### src/rtl/sap1_step_sequencer.sv
// SAP-1 microstep sequencer / run controller: owns IR and step counter, gates datapath updates.
// Optional performance counters are enabled with `define SAP1_SEQ_PERF_COUNTERS_EN.
module sap1_step_sequencer #(
  parameter int INSTRUCTION_WIDTH = 4,
  parameter int OPERAND_WIDTH     = 4,
  parameter int INSTRUCTION_STEPS = 8,
  parameter int PERF_WIDTH        = 16,
  localparam int STEP_WIDTH       = $clog2(INSTRUCTION_STEPS)
) (
  input  logic                                 i_clk,
  input  logic                                 i_rst_n,
  input  logic                                 i_run,
  input  logic                                 i_step_req,
  input  logic                                 i_resume,
  input  logic [INSTRUCTION_WIDTH+OPERAND_WIDTH-1:0] i_bus,
  input  logic                                 i_instrregi,
  input  logic                                 i_adv,
  input  logic                                 i_halt,
`ifdef SAP1_SEQ_PERF_COUNTERS_EN
  input  logic                                 i_perf_clr,
  output logic [PERF_WIDTH-1:0]                o_cycle_count,
  output logic [PERF_WIDTH-1:0]                o_retire_count,
`endif
  output logic [STEP_WIDTH-1:0]                o_step,
  output logic [INSTRUCTION_WIDTH-1:0]         o_instruction,
  output logic [OPERAND_WIDTH-1:0]             o_operand,
  output logic                                 o_clk_en,
  output logic                                 o_halted,
  output logic                                 o_step_ack,
  output logic [1:0]                           o_state
);

  typedef enum logic [1:0] {
    IDLE   = 2'd0,
    RUN    = 2'd1,
    SINGLE = 2'd2,
    HALTED = 2'd3
  } state_t;

  localparam logic [STEP_WIDTH-1:0] LAST_STEP = STEP_WIDTH'(INSTRUCTION_STEPS - 1);

  state_t                                   state, state_next;
  logic [STEP_WIDTH-1:0]                    step, step_next;
  logic [INSTRUCTION_WIDTH+OPERAND_WIDTH-1:0] ir;
  logic                                     ack, ack_next;
  logic                                     clk_en;
  logic                                     retire;

  // Enable depends on state alone so the datapath never sees input glitches.
  assign clk_en = (state == RUN) || (state == SINGLE);
  assign retire = clk_en && !i_halt && (i_adv || (step == LAST_STEP));

  always_comb begin
    state_next = state;
    step_next  = step;
    ack_next   = 1'b0;
    case (state)
      IDLE: begin
        step_next = '0;
        if (i_run)           state_next = RUN;
        else if (i_step_req) state_next = SINGLE;
      end
      RUN, SINGLE: begin
        if (i_halt) begin
          state_next = HALTED;
        end else if (retire) begin
          step_next  = '0;
          state_next = (state == RUN && i_run) ? RUN : IDLE;
          ack_next   = (state == SINGLE);
        end else begin
          step_next = step + STEP_WIDTH'(1);
        end
      end
      HALTED: begin
        if (i_resume) begin
          state_next = IDLE;
          step_next  = '0;
        end
      end
      default: state_next = IDLE;
    endcase
  end

  always_ff @(posedge i_clk or negedge i_rst_n) begin
    if (!i_rst_n) begin
      state <= IDLE;
      step  <= '0;
      ir    <= '0;
      ack   <= 1'b0;
    end else begin
      state <= state_next;
      step  <= step_next;
      ack   <= ack_next;
      if (clk_en && i_instrregi) ir <= i_bus;
    end
  end

`ifdef SAP1_SEQ_PERF_COUNTERS_EN
  logic [PERF_WIDTH-1:0] cycle_count, retire_count;

  always_ff @(posedge i_clk or negedge i_rst_n) begin
    if (!i_rst_n) begin
      cycle_count  <= '0;
      retire_count <= '0;
    end else if (i_perf_clr) begin
      cycle_count  <= '0;
      retire_count <= '0;
    end else begin
      if (clk_en && cycle_count != '1)  cycle_count  <= cycle_count + PERF_WIDTH'(1);
      if (retire && retire_count != '1) retire_count <= retire_count + PERF_WIDTH'(1);
    end
  end

  assign o_cycle_count  = cycle_count;
  assign o_retire_count = retire_count;
`endif

  assign o_step        = step;
  assign o_instruction = ir[INSTRUCTION_WIDTH+OPERAND_WIDTH-1:OPERAND_WIDTH];
  assign o_operand     = ir[OPERAND_WIDTH-1:0];
  assign o_clk_en      = clk_en;
  assign o_halted      = (state == HALTED);
  assign o_step_ack    = ack;
  assign o_state       = state;

endmodule

### config.mk
export PLATFORM = sky130hd
export DESIGN_NAME = sap1_step_sequencer
export DESIGN_NICKNAME = d
export VERILOG_FILES = /design/src/rtl/sap1_step_sequencer.sv
export SDC_FILE = /design/constraint.sdc
export NUM_CORES = 1
export LEC_CHECK = 0
export ABC_CLOCK_PERIOD_IN_PS = 1750
export CORE_ASPECT_RATIO = 0.8
export CORE_MARGIN = 3
export CORE_UTILIZATION = 36
export CTS_CLUSTER_SIZE = 25
export DETAILED_ROUTE_END_ITERATION = 8
export PLACE_DENSITY_LB_ADDON = 0.08
export SYNTH_ARGS = -nofsm -noshare
export SYNTH_HDL_FRONTEND = slang
export SYNTH_SLANG_ARGS = --single-unit
export TNS_END_PERCENT = 30
### constraint.sdc
create_clock -name i_clk -period 1.75 [get_ports i_clk]
set_input_delay 0.4375 -clock i_clk [delete_from_list [all_inputs] [get_ports i_clk]]
set_output_delay 0.4375 -clock i_clk [all_outputs]
set_load 0.02 [all_outputs]
; Word level (Yosys, flattened, before mapping)
; Cells that the tools add are included.
; W data, S select, Z words.
[word_totals]
ff_bits = 14
in_bits = 16
out_inout_bits = 16
elab_cells = 38
[classes]
addsub = 1
n_eq_ne = 8
mux = 14
reduce_logical = 11
[op_table]
columns = cell, count
row1 = $mux W2, 5
row2 = $mux W3, 3
row3 = $pmux W3 S3, 1
row4 = $ne A3 B3 Y1 const B, 2
row5 = $pmux W2 S3, 1
row6 = $eq A2 B2 Y1 const B, 2
row7 = $logic_and A1 B1 Y1, 4
row8 = $mux W1, 4
row9 = $ne A2 B2 Y1 const B, 2
row10 = $add A3 B1 Y3 const B, 1
row11 = $eq A3 B3 Y1 const B, 1
row12 = $reduce_and A3 Y1, 1
row13 = $eq A2 B1 Y1 const B, 1
row14 = $logic_not A2 Y1, 1
row15 = $logic_or A1 B1 Y1, 2
row16 = $reduce_and A2 Y1, 1
row17 = $reduce_or A2 Y1, 1
row18 = $logic_not A1 Y1, 1

; Longest topological paths before layout
[logic_depth]
depth_word = 7
depth_mapped = 5
ltp_nobuf = 5

; Worst setup path before layout
; Ideal clock, no wire load.
[synth_path]
path_kind = flip-flop to flip-flop
startpoint = register state[0], in the netlist o_state[0]
endpoint = register state[0], in the netlist o_state[0]
setup_ns = 0.125
t_arrival_ns = 1.797
required_ns = 1.625
slack_ns = -0.172
path_stages_with_launch = 6
n_path_buf = 0
synth_period_minus_slack_ns = 1.922
cell_sequence = dfrtp_1 inv_1 ha_1 nor4b_4 a211oi_2 mux2_4
[synth_between]
elab_chain_len = 6
elab_cells_between_ends = 17
cone_classes = eq/ne: 6 / mux: 4 / reduce/logical: 7
[synth_lines]
columns = item, line_no
row1 = "start, declared", 42  ; state_t state, state_next;
row2 = "start signal, assigned", 91  ; state <= state_next;
row3 = $eq A2 B1 Y1 or $eq A2 B2 Y1 (tied branches), 50  ; assign clk_en = (state == RUN) || (state == SINGLE);
row4 = $logic_or A1 B1 Y1 *, 50
row5 = via o_clk_en, 27  ; output logic o_clk_en,
row6 = $logic_and A1 B1 Y1 * (2 in series), 51  ; assign retire = clk_en && !i_halt && (i_adv || (step == LAST_STEP));
row7 = $ne A3 B3 Y1 (no line) *, n/a
row8 = $reduce_and A3 Y1 (no line) *, n/a
; The timed path passes the listed nets; every way through them passes the cells marked *. The select of a mux whose other input is x is not followed.
; A chain may end at the register's enable or synchronous reset.

; Worst setup path after layout
[layout_path]
startpoint = register ir[5]
endpoint = output o_instruction[1]
[layout_lines]
columns = item, line_no
row1 = "start, declared", 44  ; logic [INSTRUCTION_WIDTH+OPERAND_WIDTH-1:0] ir;
row2 = "start signal, assigned", 94  ; if (clk_en && i_instrregi) ir <= i_bus;
row3 = "end, declared", 25  ; output logic [INSTRUCTION_WIDTH-1:0] o_instruction,
; No word-level cell between the ends.

==> flow_metrics.tcl <==
set metrics [dict create \
    hp-class "input port to async pin" \
    crit_path_end_kind "output port" \
    whs_ps 464 \
    crit_required_ps 1310 \
    maxCapViolations 0 \
    mostFrequentLayoutCells "clkdlybuf4s50_1 (24), dfrtp_1 (12), mux2_2 (10), buf_4 (10), ha_1 (6)" \
    synth-seq-area-share 0.501 \
    synth_warnings 0 \
    path_clk_slew_ps 90 \
    synth_edf_count 0 \
    ys_ff_latch 14 \
    mappedNetlistNets 73 \
    synth_cell_types 17 \
    rows 13 \
    core_area_mm2 0.00172 \
    vdd_drop_max_v 0.000842 \
    hold_viol_final 0 \
    die_x_um 55.3 \
    grt_overflow 0 \
    die_area_mm2 0.00251 \
    synth_area_um2 699 \
    first_pass_iters 2 \
    viasPerCell 4.54 \
    crit_arrival_ps 1230 \
    cts_hold_buf 0 \
    boundaryPins 32 \
    drtAntennaViolNets 0 \
    antenna_found_initial 0 \
    cts.sinks 14 \
    grt_pass1_wl_mm 2.52 \
    r2r-start "o_state[1]$_DFFE_PN0P_" \
    grt_max_degree 15 \
    ctsLongestPathBuffers 2 \
    synth.avg_cell_area_um2 14.0 \
    diodes 0 \
    cp_num_buf_inv 1 \
    setup_viol 0 \
    initial_utilization 0.406 \
    relSlewSlack 0.769 \
    port_buffers 31 \
    die_y_um 45.4 \
    final_common_cell "clkdlybuf4s50_1" \
    ys_async_sr_fraction 1.00 \
    worstMarginPinSlew_ps 346 \
    fillers 138 \
    cp-start-kind "register" \
    gp_congestion 0.830 \
    fin_crit_ps 1670 \
    h-tree-depth 1 \
    first_global_vias 560 \
    cts_buffers 3 \
    report.final.slew_viol_count 0 \
    dp_hpwl_mm 1.22 \
    area_growth_pct 67.3 \
    drt_wl_total_mm 1.54 \
    drt_iter0_markers 3 \
    syn_inst 50 \
    timing.fmax_mhz 599 \
    route.detailed.drc 0 \
    insertion_delay_ps 280 \
    cp_max_fo 2 \
    drive_gt1_frac 0.375 \
    layout.nets 120 \
    min_period_over_period 0.954 \
    rrSetupSlack_ps 100 \
    fin_skew_ps 5.02 \
    drt-wirelength-per-cell_um 13.1 \
    reg2reg_depth 7 \
    dp.cells 112 \
    worstReg2RegEnd "o_state[1]$_DFFE_PN0P_" \
    cp_slowest_stage_delay_ps 600 \
    critPathSlowestCell "clkdlybuf4s50_1" \
    fin_cells 118 \
    tritoncts "yes" \
    critPathKind "register to output port" \
    synth_ff_type "dfrtp_1" \
    status "finished clean" \
    clockRootBuffer "clkbuf_4" \
    track_usage 0.132 \
    num_vias 536 \
    p_leak_nw 0.600 \
    crit_family "buffers and inverters" \
    path_cells "clkdlybuf4s50_1" \
    powerDensity_mw_per_mm2 1730 \
]
## registers in the layout, indices dropped and copies added (netlist names)
register / cells
o_state: 2
o_step_ack: 1
ir: 8
o_step: 3
## how the worst max path moves through the flow
stage | from | endpoint | slack [ps] | cells after the start
after floorplan | o_state[1]$_DFFE_PN0P_ | o_state[0]$_DFFE_PN0P_ | 30 | 5
after global placement | o_state[1]$_DFFE_PN0P_ | o_clk_en | 10 | 3
after detailed placement | o_state[1]$_DFFE_PN0P_ | o_clk_en | 8 | 3
after CTS | o_state[1]$_DFFE_PN0P_ | o_clk_en | -30 | 3
after global routing | o_state[0]$_DFFE_PN0P_ | o_state[1]$_DFFE_PN0P_ | -0.3 | 7
final | ir[5]$_DFFE_PN0P_ | o_instruction[1] | 80 | 1
## power by group
part	leakage (nW)	internal [mW]	total (mW)	switching, mW
clock network	0.0210	0.126	0.231	0.105
registers	0.172	0.463	0.531	0.0676
logic	0.407	0.691	1.26	0.569
total	0.600	1.28	2.02	0.742
## per-stage QoR
stage / power [mW] / setup TNS (ps) / worst slack [ps] / cell area, um2 / util
floorplan: 1.19 / 0 / 27.5 / 704 / -
global route: 2.16 / -0.311 / -0.311 / 1170 / 0.679
global placement: 1.74 / 0 / 12.9 / 1110 / 0.644
CTS: 1.96 / -25.4 / -25.4 / 1140 / 0.664
detailed placement: 1.75 / 0 / 7.62 / 1110 / 0.644
finish: 2.02 / 0 / 81.0 / 1170 / 0.679
## synthesized netlist by cell type, types with 2 or more instances
cell type / n / area [um2]
mux2_2: 10 / 113
ha_1: 7 / 87.6
nand2_1: 2 / 7.51
inv_1: 3 / 11.3
nor2_1: 2 / 7.51
dfrtp_1: 14 / 350
a22o_1: 2 / 17.5
## area by class of cell
cell class              count  area, um2  share of cell area
multi-input cells          33        350               0.299
well taps                  22       27.5              0.0235
clock buffers               4       36.3              0.0310
inverters                   3       11.3             0.00963
repair buffers             42        392               0.335
flip-flops and latches     14        353               0.302
## per-layer routing
metal  vias up  track usage  routed length [um]
li1        266            -                   -
met1       253        0.185                 764
met2        15        0.205                 717
met3         2       0.0283                  55
met4         0       0.0437                   4
met5         -            0                   0
## what timing repair did
item | in CTS | in global routing
setup buffers | 0 | 2
resized for setup | 7 | 9
endpoints found under the setup margin | 4 | 15
pin swaps | 0 | 2
## logic make-up (layout without fill, tap and decap cells)
group           count (synthesis)  count (layout)  share of synthesized area
buf+inv                         3              49                     0.0161
fa+ha+maj                       7               7                      0.125
mux                            12              12                      0.197
flops                          14              14                      0.501
compound gates                  5               5                     0.0590
simple gates                    9               9                      0.102
(Power assumes the default switching activity.)
==> edit, RTL diff (same settings) <==
Add a define of `SAP1_SEQ_PERF_COUNTERS_EN`.
--- a/src/rtl/sap1_step_sequencer.sv
+++ b/src/rtl/sap1_step_sequencer.sv
@@ -1,4 +1,6 @@
 // SAP-1 microstep sequencer / run controller: owns IR and step counter, gates datapath updates.
 // Optional performance counters are enabled with `define SAP1_SEQ_PERF_COUNTERS_EN.
+`define SAP1_SEQ_PERF_COUNTERS_EN
+
 module sap1_step_sequencer #(
   parameter int INSTRUCTION_WIDTH = 4,
Interface: changed (added i_perf_clr, o_cycle_count and o_retire_count); port bits go from 32 to 65. The function was not compared with the original's and may differ.
==> edit against the unedited design <==
  * The flow now finishes with violations (setup timing)
  * Largest cell class is now multi-input combinational cells
  * Wire length rose to 4.7 times the old value
  * Total power increased by 110%
  * Area after synthesis rose to 3.7 times the old value
  * Critical endpoint is now o_retire_count[5]$_DFFE_PN0P_
  * Sequential cell count is 32 higher
  * Design area grew to 3.5 times the old value
  * Clock skew grew 8.9 ps
  * Worst setup slack got worse by 120 ps
  * Clock power rose to 3.6 times the old value
  * Hold slack got worse by 360 ps
==> edit: results (changes against the unedited design) <==
In this run the critical register-to-register path is captured at o_retire_count[5]$_DFFE_PN0P_. The number of buffers created by CTS came out at 5 (+2). The number of cells produced by synthesis came out at 261 (+420%). The number of detailed-routing iterations run before antenna repair is 4 (+2). The pin count of the biggest net entering global routing came to 47 (+32). The final weighted congestion of routability-driven global placement is 0.831 (+0.14%). The number of antenna violations at the first check in global routing came to 0 (unchanged).

The total number of nets in the final design is 406 (+240%). The final worst setup slack is -41.4 ps (-122 ps). The total half-perimeter wirelength after legalization and detailed placement is 4.98 mm (+310%).

The number of cells in the design after placement came to 454 (+310%). The maximum clock insertion buffer count came out at 2 (unchanged). The number of global-route vias before repair is 2,426 (+330%). The global routing usage on met3 was 3.69% (+0.86 points).

The total inserted antenna cells came to 0 (unchanged). The H-tree depth came out at 2 (+1). The synthesis warning total is 0 (unchanged).

The layout cell share with drive strength beyond 1 came out at 34.6% (-2.9 points). The first-pass GRT wire length is 12.0 mm (+370%). The final clock skew is 13.9 ps (+8.88 ps).

The source-to-sink clock delay at the later pin of the worst-skew pair is 310 ps (+30 ps). The starting DRC count in detailed routing came out at 111 (+108). The number of distinct library cells after synthesis is 52 (+35). The biggest fanout along the worst timing path is 5 (+3).

The largest voltage drop on the vdd net came out at 0.952 mV (+13%). The delay of the slowest cell on the worst path is 370 ps (-230 ps). The routed via count came out at 2,543 (+370%). The slew at the pin with the worst max-slew slack came out at 413 ps (+66.6 ps).

The post-CTS clock slew at the launch and capture registers of the worst setup and hold paths is 100 ps. The worst reg2reg path startpoint is o_state[0]$_DFFE_PN0P_. The average via count per standard cell came out at 5.43 (+20%). The leakage power total was 1.90 nW (+220%). The setup-violating endpoint count in the final report came out at 7 (+7).

The fraction of registers with async set or reset after synthesis is 100% (unchanged). The checks that failed: setup timing. The layout filler cell count is 643 (+370%).

The arrival time at the worst endpoint was 1980 ps (+750 ps). The number of port buffers is 64 (+110%). The net count after synthesis came out at 287 (+290%). Broken down by cell family, the worst path's largest delay share belongs to simple AND/OR/NAND/NOR gates.

The detailed-route wire length per cell is 15.6 µm (+20%). The setup slack after placement came out at -403 ps (-411 ps). The cell chosen for the clock root is clkbuf_8. By count the netlist is led by dfrtp_1, nor2_1, nand2_1.

The fraction of the yosys area taken by sequential cells came out at 44.1% (-6.0 points). Sorting the synthesized cells by area gives the leading types as dfrtp_1, mux2_2, ha_1. Among all stages on the critical path, the largest delay is contributed by dfrtp_2.

The global-route track usage on met1 is 25.5% (+7.0 points). The run finished, with violations left. The overall fraction of global-route tracks in use came out at 17.8% (+4.7 points).

The switching power share of the total came to 33.9% (-2.8 points). The worst hold path belongs to the class primary input to asynchronous set/reset pin. The number of cell instances on the worst register-to-register path is 7 (unchanged). The global-route track usage on met2 is 27.7% (+7.2 points).
## edit: how the worst max path moves through the flow
stage / startpoint / endpoint / slack [ps] / cells after the start
after floorplan: o_state[0]$_DFFE_PN0P_ / o_retire_count[9]$_DFFE_PN0P_ / -360 / 9
after global placement: i_halt / o_retire_count[3]$_DFFE_PN0P_ / -410 / 5
after detailed placement: i_halt / o_retire_count[3]$_DFFE_PN0P_ / -400 / 5
after CTS: o_state[1]$_DFFE_PN0P_ / o_clk_en / -130 / 4
after global routing: o_state[0]$_DFFE_PN0P_ / o_cycle_count[9]$_DFFE_PN0P_ / -130 / 7
final: o_state[0]$_DFFE_PN0P_ / o_retire_count[5]$_DFFE_PN0P_ / -40 / 7
## edit: cell families (layout without fill, tap and decap cells)
kind of cell,count (synthesis),in the layout,synth area share (%)
AO/OA/AOI/OAI,48,48,12.2
XOR/XNOR,2,2,0.671
adder cells (fa/ha/maj),9,9,4.31
buffers and inverters,16,135,3.11
flip-flops,46,46,44.1
multiplexers,22,22,9.39
AND/OR/NAND/NOR,118,119,26.2
## edit: cell type report
class | instances | area share (%)
Clock buffer | 5 | 1.68
Clock inverter | 3 | 1.07
Timing Repair Buffer | 120 | 26.2
Sequential cell | 46 | 28.3
Tap cell | 87 | 2.65
Inverter | 7 | 0.640
Multi-Input combinational cell | 200 | 39.5
## edit: metal layers
metal  wire, µm  vias up
met4         51        0
li1           -     1227
met5          0        -
met2       3330       68
met1       3560     1243
met3        373        5
## edit: worst register-to-register path: cells and delay by family, from the launching register on
family | cells | cell delay [ps]
adders and majority gates | 1 | 290
buffers and inverters | 2 | 250
DFF | 1 | 370
and+or+nand+nor | 2 | 430
AOI/OAI and AO/OA | 2 | 340
## edit: power groups by stage
stage	sequential (mW)	combinational [mW]	clock, mW
finish	1.31	2.03	0.837
global placement	1.33	1.86	0
CTS	1.31	1.89	0.861
detailed placement	1.33	1.87	0
global route	1.33	2.20	0.906
floorplan	1.57	0.715	0
## edit: stage by stage
step	hold slack, ps	area (µm²)	setup TNS (ps)
global route	109	4100	-1240
CTS	105	3910	-700
detailed placement	449	3770	-5800
finish	101	4100	-119
global placement	446	3770	-5530
floorplan	142	2660	-4500
## edit: repair_timing
action | 4_1_cts | 5_1_grt
buffers inserted | 2 | 3
cloned | 1 | 0
setup endpoints to repair | 61 | 40
gates resized for setup | 54 | 43
pin swaps | 12 | 18
